**src/rtl/wb_port_arbiter_if.sv**
```systemverilog
// Write-back port bundle: two requesters, stall, and register-file write port.
// slave = arbiter side, master = requesters/register-file side.
interface wb_port_arbiter_if #(
    parameter int DATA_W = 32,
    parameter int ADDR_W = 5
);
    logic              req0_valid;
    logic [ADDR_W-1:0] req0_rd;
    logic [DATA_W-1:0] req0_data;
    logic              req0_ready;
    logic              req1_valid;
    logic [ADDR_W-1:0] req1_rd;
    logic [DATA_W-1:0] req1_data;
    logic              req1_ready;
    logic              stall_in;
    logic              wb_en;
    logic [ADDR_W-1:0] wb_rd;
    logic [DATA_W-1:0] wb_data;
    logic              wb_sel;

    modport slave (
        input  req0_valid, req0_rd, req0_data,
        output req0_ready,
        input  req1_valid, req1_rd, req1_data,
        output req1_ready,
        input  stall_in,
        output wb_en, wb_rd, wb_data, wb_sel
    );

    modport master (
        output req0_valid, req0_rd, req0_data,
        input  req0_ready,
        output req1_valid, req1_rd, req1_data,
        input  req1_ready,
        output stall_in,
        input  wb_en, wb_rd, wb_data, wb_sel
    );
endinterface

```
**src/rtl/wb_port_arbiter.sv**
```systemverilog
// Round-robin arbiter of ALU (req0) and load (req1) write-backs into a
// single-entry output register feeding the register-file write port.
// Ports: clk, rst (async active-high), bus (wb_port_arbiter_if.slave).
module wb_port_arbiter #(
    parameter int DATA_W = 32,
    parameter int ADDR_W = 5
) (
    input  logic                 clk,
    input  logic                 rst,
    wb_port_arbiter_if.slave     bus
);
    typedef enum logic {EMPTY, FULL} state_t;

    state_t            state, state_nxt;
    logic [ADDR_W-1:0] rd_q;
    logic [DATA_W-1:0] data_q;
    logic              sel_q;
    logic              last_q;
    logic              can_accept;
    logic              gnt0, gnt1, gnt;

    // Entry can be taken when empty, or when the held entry drains now.
    // Gated by rst so both readies stay low during reset.
    always_comb begin
        can_accept = !rst && ((state == EMPTY) || !bus.stall_in);
        gnt0 = 1'b0;
        gnt1 = 1'b0;
        if (can_accept) begin
            if (bus.req0_valid && bus.req1_valid) begin
                gnt0 = last_q;
                gnt1 = !last_q;
            end else begin
                gnt0 = bus.req0_valid;
                gnt1 = bus.req1_valid;
            end
        end
        gnt = gnt0 | gnt1;
    end

    always_comb begin
        state_nxt = state;
        unique case (state)
            EMPTY: if (gnt) state_nxt = FULL;
            FULL:  if (!bus.stall_in && !gnt) state_nxt = EMPTY;
        endcase
    end

    always_ff @(posedge clk or posedge rst) begin
        if (rst) state <= EMPTY;
        else     state <= state_nxt;
    end

    // Payload and priority move only on a grant; idle cycles keep both.
    always_ff @(posedge clk or posedge rst) begin
        if (rst) begin
            rd_q   <= '0;
            data_q <= '0;
            sel_q  <= 1'b0;
            last_q <= 1'b1;
        end else if (gnt) begin
            rd_q   <= gnt1 ? bus.req1_rd   : bus.req0_rd;
            data_q <= gnt1 ? bus.req1_data : bus.req0_data;
            sel_q  <= gnt1;
            last_q <= gnt1;
        end
    end

    assign bus.req0_ready = gnt0;
    assign bus.req1_ready = gnt1;
    // x0 writes still occupy and drain the entry but never enable the write.
    assign bus.wb_en      = (state == FULL) && (rd_q != '0);
    assign bus.wb_rd      = rd_q;
    assign bus.wb_data    = data_q;
    assign bus.wb_sel     = sel_q;
endmodule

```
**src/flat_wrapper.sv**
```systemverilog
// flat-port wrapper written by rule: the top's interface ports become plain ports
module wb_port_arbiter_flat 
#(
    parameter int DATA_W = 32,
    parameter int ADDR_W = 5
)
  (clk, rst, bus_req0_valid, bus_req0_rd, bus_req0_data, bus_req0_ready, bus_req1_valid, bus_req1_rd, bus_req1_data, bus_req1_ready, bus_stall_in, bus_wb_en, bus_wb_rd, bus_wb_data, bus_wb_sel);
  wb_port_arbiter_if #(.DATA_W(DATA_W), .ADDR_W(ADDR_W)) bus_i ();
  input  logic clk;
  input  logic rst;
  input wire logic [$bits(bus_i.req0_valid)-1:0] bus_req0_valid;
  input wire logic [$bits(bus_i.req0_rd)-1:0] bus_req0_rd;
  input wire logic [$bits(bus_i.req0_data)-1:0] bus_req0_data;
  output wire logic [$bits(bus_i.req0_ready)-1:0] bus_req0_ready;
  input wire logic [$bits(bus_i.req1_valid)-1:0] bus_req1_valid;
  input wire logic [$bits(bus_i.req1_rd)-1:0] bus_req1_rd;
  input wire logic [$bits(bus_i.req1_data)-1:0] bus_req1_data;
  output wire logic [$bits(bus_i.req1_ready)-1:0] bus_req1_ready;
  input wire logic [$bits(bus_i.stall_in)-1:0] bus_stall_in;
  output wire logic [$bits(bus_i.wb_en)-1:0] bus_wb_en;
  output wire logic [$bits(bus_i.wb_rd)-1:0] bus_wb_rd;
  output wire logic [$bits(bus_i.wb_data)-1:0] bus_wb_data;
  output wire logic [$bits(bus_i.wb_sel)-1:0] bus_wb_sel;
  assign bus_i.req0_valid = bus_req0_valid;
  assign bus_i.req0_rd = bus_req0_rd;
  assign bus_i.req0_data = bus_req0_data;
  assign bus_req0_ready = bus_i.req0_ready;
  assign bus_i.req1_valid = bus_req1_valid;
  assign bus_i.req1_rd = bus_req1_rd;
  assign bus_i.req1_data = bus_req1_data;
  assign bus_req1_ready = bus_i.req1_ready;
  assign bus_i.stall_in = bus_stall_in;
  assign bus_wb_en = bus_i.wb_en;
  assign bus_wb_rd = bus_i.wb_rd;
  assign bus_wb_data = bus_i.wb_data;
  assign bus_wb_sel = bus_i.wb_sel;
  wb_port_arbiter #(.DATA_W(DATA_W), .ADDR_W(ADDR_W)) u_core (.clk(clk), .rst(rst), .bus(bus_i));
endmodule
```
**config.mk**
```make
export PLATFORM = sky130hd
export DESIGN_NAME = wb_port_arbiter_flat
export DESIGN_NICKNAME = d
export VERILOG_FILES = /design/src/rtl/wb_port_arbiter_if.sv /design/src/rtl/wb_port_arbiter.sv /design/src/flat_wrapper.sv
export SDC_FILE = /design/constraint.sdc
export NUM_CORES = 1
export LEC_CHECK = 0
export CORE_ASPECT_RATIO = 1.5
export CORE_MARGIN = 1
export CORE_UTILIZATION = 38
export CTS_CLUSTER_DIAMETER = 60
export DETAILED_ROUTE_END_ITERATION = 8
export MAX_ROUTING_LAYER = met4
export PLACE_DENSITY = 0.91
export REMOVE_ABC_BUFFERS = 1
export SLEW_MARGIN = 10
export SYNTH_ARGS = -nofsm -noshare
export SYNTH_HDL_FRONTEND = slang
export SYNTH_SLANG_ARGS = --single-unit
```
**constraint.sdc**
```tcl
create_clock -name clk -period 1.8 [get_ports clk]
set_clock_uncertainty 0.05 [all_clocks]
set_input_delay 0.36 -clock clk [delete_from_list [all_inputs] [get_ports clk]]
set_output_delay 0.36 -clock clk [all_outputs]
set_load 0.1 [all_outputs]
```
==> results.md <==
* Status: finished with violations
* Failing checks: negative setup slack
* Min Tclk post-route at 1990 ps
* Die area at 5760 µm²
* Final WL at about 7.0 mm
* Starting Density at 39.8%
* Detailed Route Iter0 Violations at 126
* Ranking of synthesized cells by area: dfrtp_1 47%, a31oi_1 11%, a21oi_1 8.9%
* DR DRC count at 0
* Routed vias at between 2000 and 2500
* P_leak at 1.56 nW
* Max Used Layer: met4
* Drt first pass iters at 4
* Unrepaired setup endpoints after global routing: yes
* Avg Cell Area, Syn at 8.90 µm²
* Longest Clk Path Bufs at 2
* GRT Residual Overflow at 0
* Ys Warns at 0
* Final std cells w/o fill at 422
* Largest net degree at the start of global routing at 41
* Worst path slowest cell: or4_1
* Post-Syn Instances at 233
* Crit path kind: register to primary output
* PD cells at 1160 nW/µm²
* Worst slew pin tran at around 460 ps
* Cell Rows at 32
* Buffers & Inverters on Critical Path at 1
* Share of post-route cells with drive strength above 1 at 21.2%
* IO Pins at between 100 and 150
* Vias per cell at 5.59
* Critical path data required time at 1390 ps
* NumNets Final at 432
* Wirelength per Cell at 16.7 µm
* Delay-heaviest family, CP: simple AND/OR/NAND/NOR gates
* TritonCTS clock tree: built
* Top_reg_cell synth: dfrtp_1
* Post-detail-place hpwl at 5.06 mm
* Gpl congestion at about 0.85
* Crit. End Element: primary output
* First-pass GRT wire length at 11.8 mm
* GRT Total Usage at 26.6%
* Final Setup Violations at 1
* Worst slew margin at 69.0%
* Critical Path Source Type: register
* Vias in the first global route at between 2000 and 2500
* Multi-input logic area at 922 µm²
* CORE AREA at 5200 µm²
* M1 wire length at approximately 2.6 mm
* Post-synth top area share at ~47%
* P&R area growth vs syn at 89.0%
* Antenna violations before repair at 0
* CTS Buf Count at 5
* Final hold violation count at 0
* Filler Cells Inserted at around 330
* Post-synthesis sequential area ratio at 48.3%
* Antenna viol nets, final at 0
* FMAX at ~500 MHz
* Max-cap violations at 0
* Clock Sinks at 40
* Number of flops mapped to enable cells by yosys at 0
* Fin crit share at 111%
* Htree depth at 2
* Die width at 62.3 µm
* Area leader, netlist: dfrtp_1
* Root buf cell: clkbuf_8
* Hold buffers post-CTS at 0
* Crit path max fanout at 2
* Netlist cell types at 24
* Worst-path cell chain: or4_1 -> o21a_1 -> buf_12
* VDD IR max at between 0.0008 and 0.0009 V
* Reg area at 1000 µm²
* Mapped Area at 2070 µm²
* Hold_ws at 461 ps
* Clock Pin Slew Worst Setup and Hold Paths at 80 ps
* Ant diodes at 0
* Count of state elements after synthesis at 40
* Hold Crit Class: input port to async pin
* Later-pin clock latency in the skew report at 280 ps
* Synth async-reset ratio at 100%
* PortBufs at between 100 and 150
* Metal2 WL at 3.86 mm
* Critical Path AT at 1580 ps
* Most frequent cell after synthesis: dfrtp_1
* Die extent in y at 92.5 µm
* DR WL met3 at 317 µm
* Commonest cells in the netlist: 39 x dfrtp_1, 37 x a21oi_1, 37 x a31oi_1, 37 x nand3_1, 31 x o21ai_0
* Inst Count DP at 412
* Worst setup margin at -190 ps
* Largest stage delay, worst path at 530 ps
* Max Slew Vio Count at 0
[timing repair]
item                                   in CTS  in global routing
endpoints found under the hold margin       0                  0
setup endpoints to repair                   3                  2
pin swaps                                   1                  2
resized for setup                           6                  0
setup buffers                               1                  1
[placed cells by master (no fill, tap or decap)]
cell / instances
clkdlybuf4s50_1: 76
buf_12: 45
dfrtp_1: 39
nand3_1: 37
a21oi_1: 37
a31oi_1: 37
o21ai_0: 31
buf_4: 17
o21ai_1: 7
clkbuf_8: 6
a21o_1: 3
nand2_1: 3
dlygate4sd2_1: 2
a21bo_4: 1
a21oi_4: 1
or2_1: 1
and2_1: 1
a21boi_4: 1
nor2_4: 1
inv_1: 1
nor2_2: 1
or4_1: 1
o21a_1: 1
clkinv_1: 1
clkinvlp_4: 1
clkbuf_1: 1
dfstp_2: 1
[state kept, by name, summed over array words and instances, names as in the netlist]
register            flops
u_core.state            1
u_core.last_q           1
u_core.bus.wb_data     32
u_core.bus.wb_rd        5
u_core.bus.wb_sel       1
[where the power goes]
| group | switching [mW] | internal, mW | total, mW |
|---|---|---|---|
| registers | 0.191 | 1.07 | 1.26 |
| logic | 1.68 | 0.990 | 2.67 |
| clock network | 0.299 | 0.311 | 0.610 |
[cell families after synthesis]
family,after synthesis,synth area share [%]
flops,40,48.3
compound gates,119,32.5
simple gates,45,10.8
buf+inv,29,8.33
[area by class of cell]
class / count / area share (%)
clock buffers: 7 / 2.20
flip-flops and latches: 40 / 25.6
repair buffers: 140 / 46.1
multi-input cells: 164 / 23.5
inverters: 2 / 0.192
clock inverters: 1 / 0.192
well taps: 68 / 2.17
[stage by stage]
stage          setup WS [ps]  util [%]  setup TNS, ps  instance area, µm²  power [mW]
4_1_cts                 -217      75.1           -217                3910        4.56
3_5_place_dp            -138      72.9          -3090                3790        3.94
2_1_floorplan          -1430         -         -57060                1910        2.74
6_report                -190      75.3           -190                3920        4.55
5_1_grt                 -235      75.3           -235                3920        4.73
3_3_place_gp           -81.6      72.9           -321                3790        3.89
[layer usage]
layer | GRT usage [%] | vias up
met1 | 29.6 | 1121
met5 | - | -
met4 | 11.2 | 0
li1 | - | 1113
met3 | 4.80 | 22
met2 | 46.8 | 103
[final timing paths]
path,cells past startpoint,to,from,slack [ps]
setup / recovery,3,bus_wb_en,u_core.bus.wb_rd[0]$_DFFE_PP0P_,-190
hold / removal,3,u_core.bus.wb_data[27]$_DFFE_PP0P_,rst,460
setup reg to reg,4,u_core.bus.wb_data[2]$_DFFE_PP0P_,u_core.state$_DFF_PP0_,240
hold reg to reg,1,u_core.last_q$_DFFE_PP1P_,u_core.last_q$_DFFE_PP1P_,500
max in group asynchronous,4,u_core.bus.wb_rd[2]$_DFFE_PP0P_,rst,830
min in group clk,1,u_core.last_q$_DFFE_PP1P_,u_core.last_q$_DFFE_PP1P_,500
[worst register-to-register path, cell delays in order (launching register included)]
cell	delay, ps
dfrtp_1	450
a21o_1	240
buf_4	360
o21ai_0	190
a31oi_1	190
No activity file was read; power rests on OpenSTA's default activity.
